$ cat src/rtl/parking_lane_detector.sv
// parking_lane_detector: per-lane debounced beam sensors and entry/exit FSMs feeding a shared saturating occupancy counter
module parking_lane_detector #(
    parameter  int LANES    = 4,
    parameter  int DEBOUNCE = 4,
    parameter  int CAPACITY = 200,
    localparam int CNT_W    = $clog2(CAPACITY + 1)
) (
    input  logic             clk,
    input  logic             rst_n,
    input  logic [LANES-1:0] sd_a,
    input  logic [LANES-1:0] sd_b,
    input  logic             clr_err,
    output logic [LANES-1:0] inc,
    output logic [LANES-1:0] dec,
    output logic [LANES-1:0] abort,
    output logic [CNT_W-1:0] occupancy,
    output logic             full,
    output logic             empty,
    output logic             ovf_err,
    output logic             unf_err
);
    localparam int NS = 2 * LANES;
    localparam int DW = $clog2(DEBOUNCE + 1);
    localparam int AW = CNT_W + $clog2(LANES) + 2;
    localparam logic signed [AW-1:0] CAP_S = AW'(CAPACITY);

    typedef enum logic [2:0] {IDLE, EN1, EN2, EN3, EX1, EX2, EX3, WAIT} state_t;

    logic [NS-1:0] s1_q, s1_d, s2_q, s2_d, f_q, f_d;
    logic [NS-1:0][DW-1:0] cnt_q, cnt_d;
    logic [LANES-1:0] a, b;
    state_t st_q [LANES];
    state_t st_d [LANES];
    logic [LANES-1:0] inc_q, inc_d, dec_q, dec_d, abort_q, abort_d;
    logic [CNT_W-1:0] occ_q, occ_d;
    logic ovf_q, ovf_d, unf_q, unf_d;
    logic signed [AW-1:0] sum;

    always_comb begin
        s1_d  = {sd_b, sd_a};
        s2_d  = s1_q;
        f_d   = f_q;
        cnt_d = '0;
        for (int i = 0; i < NS; i++) begin
            if (s2_q[i] != f_q[i]) begin
                cnt_d[i] = cnt_q[i] + DW'(1);
                if (cnt_d[i] == DW'(DEBOUNCE)) begin
                    cnt_d[i] = '0;
                    f_d[i]   = s2_q[i];
                end
            end
        end
    end

    assign a = ~f_q[LANES-1:0];
    assign b = ~f_q[NS-1:LANES];

    always_comb begin
        inc_d   = '0;
        dec_d   = '0;
        abort_d = '0;
        for (int i = 0; i < LANES; i++) begin
            st_d[i] = st_q[i];
            case (st_q[i])
                IDLE: case ({a[i], b[i]})
                    2'b10:   st_d[i] = EN1;
                    2'b01:   st_d[i] = EX1;
                    2'b11:   begin st_d[i] = WAIT; abort_d[i] = 1'b1; end
                    default: ;
                endcase
                EN1: case ({a[i], b[i]})
                    2'b11:   st_d[i] = EN2;
                    2'b00:   st_d[i] = IDLE;
                    2'b01:   begin st_d[i] = WAIT; abort_d[i] = 1'b1; end
                    default: ;
                endcase
                EN2: case ({a[i], b[i]})
                    2'b01:   st_d[i] = EN3;
                    2'b10:   st_d[i] = EN1;
                    2'b00:   begin st_d[i] = WAIT; abort_d[i] = 1'b1; end
                    default: ;
                endcase
                EN3: case ({a[i], b[i]})
                    2'b00:   begin st_d[i] = IDLE; inc_d[i] = 1'b1; end
                    2'b11:   st_d[i] = EN2;
                    2'b10:   begin st_d[i] = WAIT; abort_d[i] = 1'b1; end
                    default: ;
                endcase
                EX1: case ({a[i], b[i]})
                    2'b11:   st_d[i] = EX2;
                    2'b00:   st_d[i] = IDLE;
                    2'b10:   begin st_d[i] = WAIT; abort_d[i] = 1'b1; end
                    default: ;
                endcase
                EX2: case ({a[i], b[i]})
                    2'b10:   st_d[i] = EX3;
                    2'b01:   st_d[i] = EX1;
                    2'b00:   begin st_d[i] = WAIT; abort_d[i] = 1'b1; end
                    default: ;
                endcase
                EX3: case ({a[i], b[i]})
                    2'b00:   begin st_d[i] = IDLE; dec_d[i] = 1'b1; end
                    2'b11:   st_d[i] = EX2;
                    2'b01:   begin st_d[i] = WAIT; abort_d[i] = 1'b1; end
                    default: ;
                endcase
                default: st_d[i] = ({a[i], b[i]} == 2'b00) ? IDLE : WAIT;
            endcase
        end
    end

    // net all lanes in wide signed arithmetic before clamping
    always_comb begin
        sum = AW'(occ_q);
        for (int i = 0; i < LANES; i++) sum = sum + AW'(inc_q[i]) - AW'(dec_q[i]);
        occ_d = (sum > CAP_S) ? CNT_W'(CAPACITY) : sum[AW-1] ? '0 : sum[CNT_W-1:0];
        ovf_d = (sum > CAP_S) | (ovf_q & ~clr_err);
        unf_d = sum[AW-1] | (unf_q & ~clr_err);
    end

    always_ff @(posedge clk or negedge rst_n) begin
        if (!rst_n) begin
            s1_q    <= '1;
            s2_q    <= '1;
            f_q     <= '1;
            cnt_q   <= '0;
            for (int i = 0; i < LANES; i++) st_q[i] <= IDLE;
            inc_q   <= '0;
            dec_q   <= '0;
            abort_q <= '0;
            occ_q   <= '0;
            ovf_q   <= 1'b0;
            unf_q   <= 1'b0;
        end else begin
            s1_q    <= s1_d;
            s2_q    <= s2_d;
            f_q     <= f_d;
            cnt_q   <= cnt_d;
            for (int i = 0; i < LANES; i++) st_q[i] <= st_d[i];
            inc_q   <= inc_d;
            dec_q   <= dec_d;
            abort_q <= abort_d;
            occ_q   <= occ_d;
            ovf_q   <= ovf_d;
            unf_q   <= unf_d;
        end
    end

    assign inc       = inc_q;
    assign dec       = dec_q;
    assign abort     = abort_q;
    assign occupancy = occ_q;
    assign full      = occ_q == CNT_W'(CAPACITY);
    assign empty     = occ_q == '0;
    assign ovf_err   = ovf_q;
    assign unf_err   = unf_q;
endmodule

$ cat config.mk
export PLATFORM = sky130hd
export DESIGN_NAME = parking_lane_detector
export DESIGN_NICKNAME = d
export VERILOG_FILES = /design/src/rtl/parking_lane_detector.sv
export SDC_FILE = /design/constraint.sdc
export NUM_CORES = 1
export LEC_CHECK = 0
export ABC_CLOCK_PERIOD_IN_PS = 5500
export CAP_MARGIN = 10
export CORE_ASPECT_RATIO = 0.9
export CORE_UTILIZATION = 55
export CTS_CLUSTER_SIZE = 24
export DETAILED_ROUTE_END_ITERATION = 16
export PLACE_DENSITY_LB_ADDON = 0.2
export SYNTH_ARGS = -nofsm -noshare
export SYNTH_HDL_FRONTEND = slang
export SYNTH_SLANG_ARGS = --single-unit
$ cat constraint.sdc
create_clock -name clk -period 5.5 [get_ports clk]
set_input_delay 1.1 -clock clk [delete_from_list [all_inputs] [get_ports clk]]
set_output_delay 1.1 -clock clk [all_outputs]
set_load 0.05 [all_outputs]
# --- After elaboration in Yosys (flattened, before gate mapping) ---
# Cells that the tools add are included.
totals:
  output_inout_bits: 24
  in_bits: 11
  register_bits: 82
op_classes:
  addsub: 16
  reduce_logical: 33
  n_mux: 82
  bitwise_logic: 7
  eq_ne: 81
  n_lt_le_gt_ge: 1
ops:
  columns: ["op", "count"]
  rows:
  - ["$pmux 3 s3", 28]
  - ["$pmux 3 s7", 4]
  - ["$ne 4x4->1 const B", 20]
  - ["$eq 3x3->1 const B", 20]
  - ["$mux 3", 20]
  - ["$ne 4x3->1 const B", 8]
  - ["$reduce_and 7->1", 4]
  - ["$add 12x1->12", 2]
  - ["$add 3x1->3 const B", 8]
  - ["$eq 3x2->1 const B", 8]
  - ["$mux 1", 24]
  - ["$reduce_or 2->1", 12]
  - ["$sub 12x1->12", 2]
  - ["$eq 2x2->1 const B", 8]
  - ["$mux 8", 2]
  - ["$pmux 1 s4", 4]
  - ["$reduce_and 2->1", 8]
  - ["$eq 3x1->1 const B", 4]
  - ["$gt 12x9->1 const B", 1]
  - ["$logic_not 3->1", 4]
  - ["$sub 11x2->12", 1]
  - ["$add 10x2->11", 1]
  - ["$sub 9x1->10", 1]
  - ["$add 8x1->9", 1]
  - ["9 further kinds", 25]

# --- Depth between registers and ports, before layout ---
# Gate-level depths: netlist (run 1).
logic_depth:
  depth_word: 10
  mapped_depth: 19

# --- Worst setup path before layout (run 1) ---
# OpenSTA, ideal clock, no wires.
synth_timing:
  kind: "reg2reg"
  startpoint: "register occ_q[0] (netlist: occupancy[0])"
  endpoint: "register ovf_q (netlist: ovf_err)"
  period_less_slack_ns: 4.525
  t_arrival_ns: 4.387
  path_buffers: 0
  t_required_ns: 5.362
  slack_ns: 0.975
  stages_incl_launch_ff: 18
  cell_sequence: "dfrtp_1 -> inv_1 -> ha_1 -> inv_1 -> ha_1 -> inv_1 -> fa_1 -> inv_1 -> fa_1 -> fa_1 -> a21oi_1 -> o21bai_1 -> maj3_1 -> a211o_1 -> o311ai_1 -> nor3b_4 -> nor4b_1 -> o32ai_2"
synth_via:
  elab_chain_len: 10
synth_lines:
  columns: ["element", "line_no", "source"]
  rows:
  - ["start: declaration", "35", "logic [CNT_W-1:0] occ_q, occ_d;"]
  - ["start signal: assignment", "131", "occ_q <= '0;"]
  - ["start signal: assignment", "143", "occ_q <= occ_d;"]
  - ["$add 8x1->9", "115", "for (int i = 0; i < LANES; i++) sum = sum + AW'(inc_q[i]) - AW'(dec_q[i]);"]
  - ["$sub 9x1->10", "115", null]
  - ["$add 10x2->11", "115", null]
  - ["$sub 11x2->12", "115", null]
  - ["$add 12x1->12", "115", null]
  - ["$sub 12x1->12", "115", null]
  - ["$add 12x1->12", "115", null]
  - ["$sub 12x1->12", "115", null]
  - ["$gt 12x9->1", "117", "ovf_d = (sum > CAP_S) | (ovf_q & ~clr_err);"]
  - ["$or 1x1->1", "117", null]
  - ["via ovf_d", "36", "logic ovf_q, ovf_d, unf_q, unf_d;"]
  - ["end signal: assignment", "144", "ovf_q <= ovf_d;"]
  - ["end: declaration", "36", null]
# The timed path passes the listed nets, and every way through them passes these cells.
# A chain may end at the register's enable or synchronous reset.

# --- Worst setup path after layout (run 1) ---
# Same ends and word-level chain as after synthesis.

==> impl_metrics.tcl, run 1 <==
set metrics [dict create \
    clock_path_buffers 2 \
    critical_path_peak_fanout 8 \
    crit_path_cell_trace "inv_1 > ha_1 > inv_1 > ha_1 > inv_1 > fa_1 > inv_1 > fa_1 > ha_1 > a21o_1 > a21oi_1 > o21bai_1 > and3_1 > o31ai_2 > a21boi_1 > nor3b_4 > and4b_1 > o32ai_2" \
    finalCriticalPeriod_ns 4.58 \
    timing.fmax_mhz 218 \
    synth_seq_cells 82 \
    input_output_buffers 34 \
    cpLargestDelayFamily "adder cells" \
    grt_first_pass_wirelength_um 19900 \
    effective_utilization_at_floorplan_pct 57.4 \
    synth.cells.most_frequent "sky130_fd_sc_hd__ha_1, sky130_fd_sc_hd__dfrtp_1, sky130_fd_sc_hd__inv_1" \
    synthMostInstantiatedCell "sky130_fd_sc_hd__ha_1" \
    worst_path_max_delay_cell "sky130_fd_sc_hd__fa_1" \
    design.portCount 35 \
    ratio_of_cells_with_drive_above_1_in_the_final_layout_pct 11.9 \
    postLayoutCellArea_mm2 0.00667 \
    worst_pin_slew_ns 1.01 \
    synth_edf_count 0 \
    filler_cell_count 845 \
    antennaDiodeCount 0 \
    outcome "complete, but fails checks" \
    cts_made_buffers 9 \
    worst_hold_path.endpoint "s2_q[4]$_DFF_PN1_" \
    worstSetupPathType "register to register" \
    remaining_drc_errors 4 \
    final_min_period_over_clock_period_pct 83.3 \
    synth_warnings 0 \
    fp.dieW_um 112 \
    synth_nets 707 \
    height_of_the_die_um 101 \
    clock_latency_late_sink_ns 0.34 \
    routabilityCongestion 0.889 \
    synth.avg_cell_area_um2 9.58 \
    vias_per_cell 5.93 \
    floorplan.rows 35 \
    final_util_pct 64.3 \
    global_route.overflow_total 0 \
    slew_viol_final 0 \
    hp-start "s1_q[4]$_DFF_PN1_" \
    full_die_area_mm2 0.0113 \
    violations_in_the_final_reports "DRC" \
    via_count 4606 \
    holdBufCountCts 0 \
    critical-path-top-cell-by-count "sky130_fd_sc_hd__inv_1" \
    ys_top_cells_by_area "sky130_fd_sc_hd__dfrtp_1, sky130_fd_sc_hd__ha_1, sky130_fd_sc_hd__dfstp_2" \
    post-cts-setup-buffer-count 0 \
    routed_wirelength_um 11600 \
    tritoncts_num_sinks 82 \
    detailedRoute.firstIterationViolations 345 \
    clockRootBuffer "sky130_fd_sc_hd__clkbuf_16" \
    final-seq-area_mm2 0.00208 \
    critPathRequiredTime_ns 5.74 \
    crit_path_max_incr_delay_ns 0.50 \
    tritoncts "yes" \
    timing.max_slew.rel_slack_pct 32.6 \
    drt_pre_antenna_iters 11 \
    grt_setup_unrepaired "no" \
    clock_tree.htree_level_count 3 \
    wire_length_per_cell_after_detailed_routing_um 14.9 \
    antenna_found_initial 0 \
    cts_resized 0 \
    core_mm2 0.0104 \
    worst-path-buf-inv 4 \
    placed_cell_area_mm2 0.00636 \
    async_flop_share_pct 100 \
    timing.reg2reg.worst_path_depth 18 \
    count_of_cell_types_in_the_netlist 73 \
    timing.critical_path.to_type "register" \
    post_synth_instance_area_mm2 0.00596 \
    synth_top_area_share_pct 24.4 \
    grt_util_all_layers_pct 22.0 \
    synthFlopType "sky130_fd_sc_hd__dfrtp_1" \
    timing.rr.start "occupancy[0]$_DFF_PN0_" \
    design.final.nets 728 \
    timing.setup.tns_ns 0 \
    synth_top_area_cell "sky130_fd_sc_hd__dfrtp_1" \
    min_path_type "register to register" \
    drt.antenna.violating_nets 0 \
    post_synth_inst_count 622 \
    reg2reg_to "ovf_err$_DFF_PN0_" \
    area_delta_synth_final_pct 12.0 \
    final-hold-violation-count 0 \
    max-cap-violations 0 \
    critPathArrivalTime_ns 4.83 \
    crit_path_start "occupancy[0]$_DFF_PN0_" \
    clk_pin_slew_worst_paths_ns 0.06 \
    first_global_vias 4318 \
    r2r_setup_slack_ns 0.92 \
    critical_path.startpoint_type "register" \
    finalClockSkew_ns 0.00517 \
    multi_input_comb_area_mm2 0.00359 \
    share_of_synthesized_area_occupied_by_flip_flops_and_latches_pct 34.9 \
    dp_hpwl_um 8310 \
    grt_start_max_net_pins 83 \
    finalSetupViolations 0 \
    timing.hold.worst_path_depth 0 \
]
sequential cells by signal, summed over array words and instances, names as in the netlist:
signal and cells:
cnt_q 24, abort 4, s2_q 8, inc 4, ovf_err 1, f_q 8, s1_q 8, occupancy 8
dec 4, st_q 12, unf_err 1
worst max path at each step:
stage                              to  slack, ns  cells after the start
floorplan           ovf_err$_DFF_PN0_       0.98                     17
global placement    ovf_err$_DFF_PN0_       1.14                     17
detailed placement  ovf_err$_DFF_PN0_       0.98                     18
CTS                 ovf_err$_DFF_PN0_       0.93                     18
global route        ovf_err$_DFF_PN0_       0.65                     18
finish              ovf_err$_DFF_PN0_       0.92                     18
cell usage in the layout, fill, tap and decap left out, drive strengths merged, types with 5 or more instances in the layout:
master / netlist / routed
o31ai: 5 / 5
clkbuf: 20 / 12
nor2: 26 / 26
nand2b: 6 / 6
xor2: 11 / 11
nor3b: 15 / 15
a21oi: 46 / 46
fa: 5 / 5
mux2i: 6 / 6
inv: 51 / 53
nor3: 23 / 23
o311ai: 5 / 5
dfrtp: 58 / 58
a22o: 6 / 6
clkdlybuf4s50: 0 / 33
ha: 69 / 69
o21ai: 46 / 46
a31oi: 7 / 7
xnor2: 16 / 16
nand2: 36 / 36
nor2b: 24 / 24
nand3: 6 / 6
dfstp: 24 / 24
a21o: 8 / 8
and3: 6 / 6
a31o: 9 / 9
a211oi: 16 / 16
o21bai: 5 / 5
through the flow:
stage | hold slack (ns) | worst slack, ns | cells
final | 0.352 | 0.916 | 777
after global routing | 0.352 | 0.650 | 777
after CTS | 0.352 | 0.926 | 777
after detailed placement | 0.347 | 0.984 | 761
after global placement | 0.346 | 1.14 | 761
after floorplan | 0.345 | 0.975 | 622
per-layer routing:
metal,vias up,track usage (%),share of wire [%]
li1,2294,-,-
met1,2182,29.1,46
met2,119,36.1,49
met3,11,5.35,4.3
met4,0,6.55,1.2
met5,-,0,0
final cells by class:
class | instances | area share [%]
repair buffers | 34 | 5.06
inverters | 51 | 2.87
clock buffers | 12 | 4.16
clock inverters | 4 | 0.450
flip-flops and latches | 82 | 31.2
well taps | 129 | 2.42
multi-input cells | 465 | 53.8
logic make-up (layout without fill, tap and decap cells):
kind of cell | count (synthesis) | after routing | synth area share (%)
AND/OR/NAND/NOR | 161 | 161 | 14.9
AO/OA/AOI/OAI | 192 | 192 | 22.3
multiplexers | 10 | 10 | 1.76
adder cells (fa/ha/maj) | 75 | 75 | 16.3
XOR/XNOR | 27 | 27 | 4.98
flip-flops | 82 | 82 | 34.9
buffers and inverters | 75 | 101 | 4.79
Power of run 1 is left out: the tool's default activity adds up to more than one toggle a clock period on the data nets, which glitch-free logic cannot reach.
==> run 2: changes to the inputs <==
--- a/config.mk
+++ b/config.mk
@@ -5,7 +5,7 @@
 export SDC_FILE = /design/constraint.sdc
 export NUM_CORES = 1
 export LEC_CHECK = 0
-export ABC_CLOCK_PERIOD_IN_PS = 5500
+export ABC_CLOCK_PERIOD_IN_PS = 4800
 export CAP_MARGIN = 10
 export CORE_ASPECT_RATIO = 0.9
 export CORE_UTILIZATION = 55
==> constraint.sdc (replaced) <==
create_clock -name clk -period 4.8 [get_ports clk]
set_input_delay 0.96 -clock clk [delete_from_list [all_inputs] [get_ports clk]]
set_output_delay 0.96 -clock clk [all_outputs]
set_load 0.05 [all_outputs]
==> impl_metrics.tcl, run 2 (synthesis results as in run 1) <==
set metrics [dict create \
    outcome "complete, but fails checks" \
    violations_in_the_final_reports "DRC" \
    cts_made_buffers 9 \
    timing.rr.start "occupancy[0]$_DFF_PN0_" \
    reg2reg_to "ovf_err$_DFF_PN0_" \
    critical_path_peak_fanout 5 \
    finalWorstSetupSlack_ns 0.219 \
    timing.hold.worst_path_depth 0 \
    clock_tree.htree_level_count 3 \
    fp.dieW_um 112 \
    finalClockSkew_ns 0.00836 \
    clock_latency_late_sink_ns 0.34 \
    via_count 4587 \
    input_output_buffers 34 \
    largestRegisters "cnt_q: 24 flops, st_q: 12 flops" \
    final_min_period_over_clock_period_pct 95.4 \
    grt_setup_unrepaired "no" \
    top_library_cells_by_usage_in_the_layout_fill_and_taps_aside "sky130_fd_sc_hd__ha_1, sky130_fd_sc_hd__dfrtp_1, sky130_fd_sc_hd__inv_1" \
    max-cap-violations 0 \
    critPathRequiredTime_ns 5.01 \
    r2r_setup_slack_ns 0.22 \
    worst_pin_slew_ns 1.02 \
    tritoncts_num_sinks 82 \
    final-hold-violation-count 0 \
    wire_length_per_cell_after_detailed_routing_um 14.8 \
    dp_hpwl_um 8320 \
    timing.reg2reg.worst_path_depth 18 \
    tritoncts "yes" \
    clockRootBuffer "sky130_fd_sc_hd__clkbuf_16" \
    clk_pin_slew_worst_paths_ns 0.06 \
    drt_pre_antenna_iters 10 \
    filler_cell_count 839 \
    hp-start "s1_q[0]$_DFF_PN1_" \
    cts_resized 0 \
    grt_util_all_layers_pct 21.4 \
    first_global_vias 4231 \
    full_die_area_mm2 0.0113 \
    clock_path_buffers 2 \
    design.portCount 35 \
    grt_first_pass_wirelength_um 19400 \
    final_util_pct 64.2 \
    layout_commonest_cell "sky130_fd_sc_hd__ha_1" \
    antenna_found_initial 0 \
    finalHoldWorstSlack_ns 0.346 \
    global_route.overflow_total 0 \
    area_delta_synth_final_pct 11.8 \
    largest_register_ffs 24 \
    effective_utilization_at_floorplan_pct 57.4 \
    worstSetupPathType "register to register" \
    antennaDiodeCount 0 \
    finalCriticalPeriod_ns 4.58 \
    worst_hold_path.endpoint "s2_q[0]$_DFF_PN1_" \
    drt.antenna.violating_nets 0 \
    remaining_drc_errors 4 \
    critical_path.startpoint_type "register" \
    grt_start_max_net_pins 83 \
    timing.critical_path.to_type "register" \
    floorplan.rows 35 \
    design.final.nets 730 \
    timing.max_slew.rel_slack_pct 31.9 \
    ratio_of_cells_with_drive_above_1_in_the_final_layout_pct 11.5 \
    routabilityCongestion 0.862 \
    timing.setup.tns_ns 0 \
    finalSetupViolations 0 \
    critPathArrivalTime_ns 4.79 \
    core_mm2 0.0104 \
    routed_wirelength_um 11500 \
    timing.fmax_mhz 218 \
    detailedRoute.firstIterationViolations 331 \
    min_path_type "register to register" \
    slew_viol_final 0 \
    dp_worst_setup_slack_ns 0.279 \
    height_of_the_die_um 101 \
    vias_per_cell 5.89 \
    top_register "cnt_q" \
]
[run 2: cell count changes in the layout (fill, tap and decap cells not counted)]
cell / before / now
sky130_fd_sc_hd__clkbuf_1: 0 / 4
sky130_fd_sc_hd__buf_4: 1 / 3
sky130_fd_sc_hd__clkbuf_8: 2 / 0
sky130_fd_sc_hd__inv_6: 2 / 0
sky130_fd_sc_hd__bufinv_16: 0 / 1
sky130_fd_sc_hd__clkbuf_16: 10 / 9
[run 2: stage by stage]
stage / cells / cell area (um2)
3_3_place_gp: 762 / 6370
4_1_cts: 778 / 6660
2_1_floorplan: 622 / 5960
3_5_place_dp: 762 / 6370
5_1_grt: 779 / 6660
6_report: 779 / 6660
[run 2: layout make-up]
| cell class | instances | area [um2] | area share (%) |
|---|---|---|---|
| clock buffer | 13 | 240 | 3.61 |
| tap | 129 | 161 | 2.42 |
| inverter | 51 | 191 | 2.87 |
| multi-input combinational | 465 | 3590 | 53.9 |
| clock inverter | 3 | 42.5 | 0.638 |
| timing repair buffer | 36 | 353 | 5.30 |
| sequential | 82 | 2080 | 31.2 |
[run 2: worst max-delay path by stage]
stage	to	cells after the start	slack, ns	from
2_1_floorplan	ovf_err$_DFF_PN0_	17	0.28	occupancy[0]$_DFF_PN0_
3_5_place_dp	ovf_err$_DFF_PN0_	18	0.28	occupancy[0]$_DFF_PN0_
4_1_cts	ovf_err$_DFF_PN0_	18	0.18	occupancy[0]$_DFF_PN0_
3_3_place_gp	ovf_err$_DFF_PN0_	17	0.45	dec[0]$_DFF_PN0_
5_1_grt	ovf_err$_DFF_PN0_	18	0.04	occupancy[0]$_DFF_PN0_
6_report	ovf_err$_DFF_PN0_	18	0.22	occupancy[0]$_DFF_PN0_
[run 2: timing repair]
action / 4_1_cts / 5_1_grt
endpoints found under the setup margin: 0 / 1
hold buffers: 0 / 0
buffers inserted: 0 / 1
[run 2: metal layers]
layer	track usage (%)	part of all wire [%]	wire length, um	vias to the layer above
li1	-	-	-	2289
met1	27.9	46	5310	2194
met2	35.1	49	5630	85
met3	4.09	3.1	362	19
met4	8.84	1.9	219	0
met5	0	0	0	-
[run 2: critical path, stage by stage, from the launching register on]
cell and delay (ns):
sky130_fd_sc_hd__dfrtp_1 0.39, sky130_fd_sc_hd__inv_1 0.09, sky130_fd_sc_hd__ha_1 0.23, sky130_fd_sc_hd__inv_1 0.06
sky130_fd_sc_hd__ha_1 0.20, sky130_fd_sc_hd__inv_1 0.07, sky130_fd_sc_hd__fa_1 0.49, sky130_fd_sc_hd__inv_1 0.05
sky130_fd_sc_hd__fa_1 0.49, sky130_fd_sc_hd__ha_1 0.31, sky130_fd_sc_hd__a21o_1 0.15, sky130_fd_sc_hd__a21oi_1 0.25
sky130_fd_sc_hd__o21bai_1 0.19, sky130_fd_sc_hd__and3_1 0.23, sky130_fd_sc_hd__o31ai_2 0.30, sky130_fd_sc_hd__a221o_1 0.27
sky130_fd_sc_hd__nand2_1 0.09, sky130_fd_sc_hd__a21oi_1 0.43, sky130_fd_sc_hd__o32ai_2 0.17
Power of run 2 is left out for the same reason.
